### src/rtl/input_debouncer.sv
// rtl/input_debouncer.sv - debounces an asynchronous input into a clean level with edge pulses and a rise count
module input_debouncer #(
   parameter int SYNC_STAGES   = 2,
   parameter int STABLE_CYCLES = 4,
   parameter int CNT_WIDTH     = 16,
   parameter int EVENT_WIDTH   = 8
) (
   input  logic                   clk,
   input  logic                   rst,
   input  logic                   din,
   output logic                   dout,
   output logic                   rise,
   output logic                   fall,
   output logic [EVENT_WIDTH-1:0] event_count
);

   typedef enum logic [1:0] {
      LOW       = 2'd0,
      WAIT_HIGH = 2'd1,
      HIGH      = 2'd2,
      WAIT_LOW  = 2'd3
   } state_t;

   localparam logic [CNT_WIDTH-1:0]   STABLE_LIMIT = CNT_WIDTH'(STABLE_CYCLES);
   localparam logic [CNT_WIDTH-1:0]   CNT_ONE      = CNT_WIDTH'(1);
   localparam logic [EVENT_WIDTH-1:0] EVENT_ONE    = EVENT_WIDTH'(1);
   localparam bit                     DIRECT       = (STABLE_CYCLES == 1);

   state_t                 state, state_next;
   logic [SYNC_STAGES-1:0] sync_q;
   logic                   s;
   logic [CNT_WIDTH-1:0]   cnt, cnt_next, cnt_inc;
   logic                   done;
   logic                   rise_next, fall_next;

   always_ff @(posedge clk or posedge rst) begin
      if (rst) begin
         sync_q <= '0;
      end else begin
         sync_q <= {sync_q[SYNC_STAGES-2:0], din};
      end
   end

   assign s       = sync_q[SYNC_STAGES-1];
   assign cnt_inc = cnt + CNT_ONE;
   assign done    = (cnt_inc == STABLE_LIMIT);

   // Any opposite sample while waiting abandons the pending level change.
   always_comb begin
      state_next = state;
      cnt_next   = cnt;
      rise_next  = 1'b0;
      fall_next  = 1'b0;
      case (state)
         LOW: begin
            if (s) begin
               if (DIRECT) begin
                  state_next = HIGH;
                  cnt_next   = '0;
                  rise_next  = 1'b1;
               end else begin
                  state_next = WAIT_HIGH;
                  cnt_next   = CNT_ONE;
               end
            end
         end
         WAIT_HIGH: begin
            if (!s) begin
               state_next = LOW;
               cnt_next   = '0;
            end else if (done) begin
               state_next = HIGH;
               cnt_next   = '0;
               rise_next  = 1'b1;
            end else begin
               cnt_next   = cnt_inc;
            end
         end
         HIGH: begin
            if (!s) begin
               if (DIRECT) begin
                  state_next = LOW;
                  cnt_next   = '0;
                  fall_next  = 1'b1;
               end else begin
                  state_next = WAIT_LOW;
                  cnt_next   = CNT_ONE;
               end
            end
         end
         WAIT_LOW: begin
            if (s) begin
               state_next = HIGH;
               cnt_next   = '0;
            end else if (done) begin
               state_next = LOW;
               cnt_next   = '0;
               fall_next  = 1'b1;
            end else begin
               cnt_next   = cnt_inc;
            end
         end
         default: begin
            state_next = LOW;
            cnt_next   = '0;
         end
      endcase
   end

   always_ff @(posedge clk or posedge rst) begin
      if (rst) begin
         state <= LOW;
         cnt   <= '0;
      end else begin
         state <= state_next;
         cnt   <= cnt_next;
      end
   end

   // Outputs are registered from the next-state decode so they align with the state change.
   always_ff @(posedge clk or posedge rst) begin
      if (rst) begin
         dout        <= 1'b0;
         rise        <= 1'b0;
         fall        <= 1'b0;
         event_count <= '0;
      end else begin
         dout <= (state_next == HIGH) || (state_next == WAIT_LOW);
         rise <= rise_next;
         fall <= fall_next;
         if (rise_next) begin
            event_count <= event_count + EVENT_ONE;
         end
      end
   end

endmodule

### config.mk
export PLATFORM = sky130hd
export DESIGN_NAME = input_debouncer
export DESIGN_NICKNAME = d
export VERILOG_FILES = /design/src/rtl/input_debouncer.sv
export SDC_FILE = /design/constraint.sdc
export NUM_CORES = 1
export LEC_CHECK = 0
export ABC_CLOCK_PERIOD_IN_PS = 5000
export CELL_PAD_IN_SITES_DETAIL_PLACEMENT = 1
export CELL_PAD_IN_SITES_GLOBAL_PLACEMENT = 2
export CORE_MARGIN = 3
export CORE_UTILIZATION = 42
export CTS_CLUSTER_SIZE = 25
export DETAILED_ROUTE_END_ITERATION = 10
export DONT_BUFFER_PORTS = 1
export GPL_ROUTABILITY_DRIVEN = 0
export PLACE_DENSITY = 0.87
export SLEW_MARGIN = 0
export SYNTH_ARGS = -nofsm -noshare
export SYNTH_HDL_FRONTEND = slang
export SYNTH_SLANG_ARGS = --single-unit
### constraint.sdc
create_clock -name clk -period 5 [get_ports clk]
set_clock_uncertainty 0.1 [all_clocks]
set_input_delay 0.5 -clock clk [delete_from_list [all_inputs] [get_ports clk]]
set_output_delay 0.5 -clock clk [all_outputs]
set_load 0.1 [all_outputs]
==> reports/metrics.yaml <==
use_met3: 0.0583
dp.cells: 210
root_buffer: "clkbuf_8"
async_reset_ff_frac: 1.00
die_area_um2: 4700
fp.dieH_um: 68.5
portBuffers: 0
fin_crit_sh: 0.548
max_slew.worst_pin.slew_ps: 1130
crit_chain: "xor2_1 -> nor2_1 -> o21ai_0 -> o21ai_0"
power.density_nw_per_um2: 456
post-synth-top-count-cell: "dfrtp_1"
fin_crit_ps: 2740
track_usage: 0.182
cts_sinks: 30
busiest_layer: "met2"
critPathLaunch: "dout"
synth.top_cell.area_share: 0.457
synth.area.top_cells: "dfrtp_1 (46%), xnor2_1 (6.4%), nand2_1 (5.7%), nand3_1 (4.3%), o21ai_0 (3.0%)"
finalHoldViolCount: 0
yosysWarnings: 0
setup-tns-final_ps: 0
maxCapViolCount: 0
cp-start-kind: "flop"
regToRegSetupSlack_ps: 2260
initial_utilization: 0.442
instances_no_fill: 217
synth_nets: 175
stdcell_area_um2: 1770
dr.pass1.iters: 4
synth_ff_type: "dfrtp_1"
clk_latency_ps: 280
status: "completed"
hpwl_um: 2690
ys_top_cells_by_count: "dfrtp_1 (30), nand2_1 (25), nand3_1 (14)"
synth_cell_types: 48
ios: 14
leakage_nw: 0.726
cts_buffers: 5
syn_inst: 170
yosysTopAreaCell: "dfrtp_1"
syn2layout_area_growth_pct: 8.00
grt_overflow_total: 0
row_count: 22
fin_util: 0.477
met2_usage: 0.271
grt_pass1_wl_um: 6180
relSlewSlack: 0.244
crit_type: "reg -> reg"
routed_via_density: 6.00
synth.avg_cell_area_um2: 9.66
synth_edf_count: 0
slowest_stage: "dfrtp_1"
final_nets: 174
hold_class: "in -> reg"
cts_hold_buf: 0
grt_pass1_vias: 1236
dpl-instance-area_um2: 1660
ir_worst_vdd_mv: 0.318
arrival_ps: 2830
core_area_um2: 3720
ys_seq_area_frac: 0.457
rsz0062_at_grt: "no"
cts_tree: "built"
drive_gt1_frac: 0.130
holdWs_ps: 141
timing.fmax_mhz: 365
use_met1: 0.242
reg2reg_from: "dout"
crit_top_cell: "o21ai_0"
drtAntennaViolNets: 0
drc: 0
grt_start_max_net_pins: 31
worstPathRequired_ps: 5090
synth_seq_cells: 30
cts_setup_buffers: 0
drt_iter0_markers: 69
clk_pin_slew_ps: 70
drv_slew: 0
num_vias: 1302
cts_buffer_depth: 2
max_stage_delay_ps: 990
r2r_cells: 4
post_drt_wl_per_cell_um: 17.7
antenna-diode-count: 0
setup_viol: 0
post_cts_resized: 0
crit_end: "cnt[14]"
cp_max_fo: 15
antenna_found_initial: 0
r2r_end: "cnt[14]"
totalWireLength_um: 3840
die_w_um: 68.5
netlist_area_um2: 1640
worst_setup_path_end_kind: "flop"
htreeDepth: 2
layout by cell type, fill, tap and decap left out, drive strengths merged, types with 3 or more instances in the layout:
master  synthesis  routed
a31oi           3       3
and2            3       3
and3            5       5
clkbuf          5       6
dfrtp          30      30
nand2          26      26
nand3          14      14
nand4           4       4
nor2           10      10
nor3            7       7
nor4            5       5
o21ai          12      12
or3             5       5
xnor2          12      12
worst max-delay path, delay by kind of cell (launching register included):
kind,cells,cell delay (ps)
flip-flops,1,990
XOR/XNOR,1,280
AO/OA/AOI/OAI,2,410
AND/OR/NAND/NOR,1,860
per-stage QoR:
step           setup WS (ps)  power (mW)
2_1_floorplan           2780       0.513
3_3_place_gp            2420       0.548
3_5_place_dp            2330       0.561
4_1_cts                 2240       0.816
5_1_grt                 2090       0.846
6_report                2260       0.809
worst min path at each step:
| stage | start | end | depth (start not counted) |
|---|---|---|---|
| final | din | sync_q[0] | 0 |
| after global routing | din | sync_q[0] | 0 |
| after CTS | din | sync_q[0] | 0 |
| after detailed placement | sync_q[0] | sync_q[1] | 0 |
| after global placement | sync_q[0] | sync_q[1] | 0 |
| after floorplan | sync_q[0] | sync_q[1] | 0 |
area by class of cell:
class | instances | area, um^2
clock buffer | 6 | 82.6
fill | 422 | 1940
clock inverter | 1 | 30.0
sequential | 30 | 751
multi-input combinational | 131 | 847
inverter | 1 | 3.75
tap | 48 | 60.1
per-layer routing:
metal  share of wire  wire length (um)
met2            0.48              1860
met4           0.020                76
met3           0.038               147
met1            0.46              1760
met5               0                 0
power breakdown:
group,internal [mW],switching [mW]
sequential,0.267,0.127
combinational,0.0542,0.110
clock,0.159,0.0910
state kept, by name, indices dropped and copies added, names as in the netlist:
signal,cells
rise,1
fall,1
sync_q,2
state,1
event_count,8
cnt,16
dout,1
kinds of logic (layout without fill, tap and decap cells):
| logic type | after synthesis | after routing | synth area share |
|---|---|---|---|
| mux | 2 | 2 | 0.0160 |
| xor+xnor | 14 | 14 | 0.0746 |
| simple gates | 87 | 87 | 0.305 |
| compound gates | 26 | 26 | 0.105 |
| flops | 30 | 30 | 0.457 |
| buf+inv | 9 | 8 | 0.0274 |
| fa+ha+maj | 2 | 2 | 0.0152 |
(Power assumes the default switching activity.)
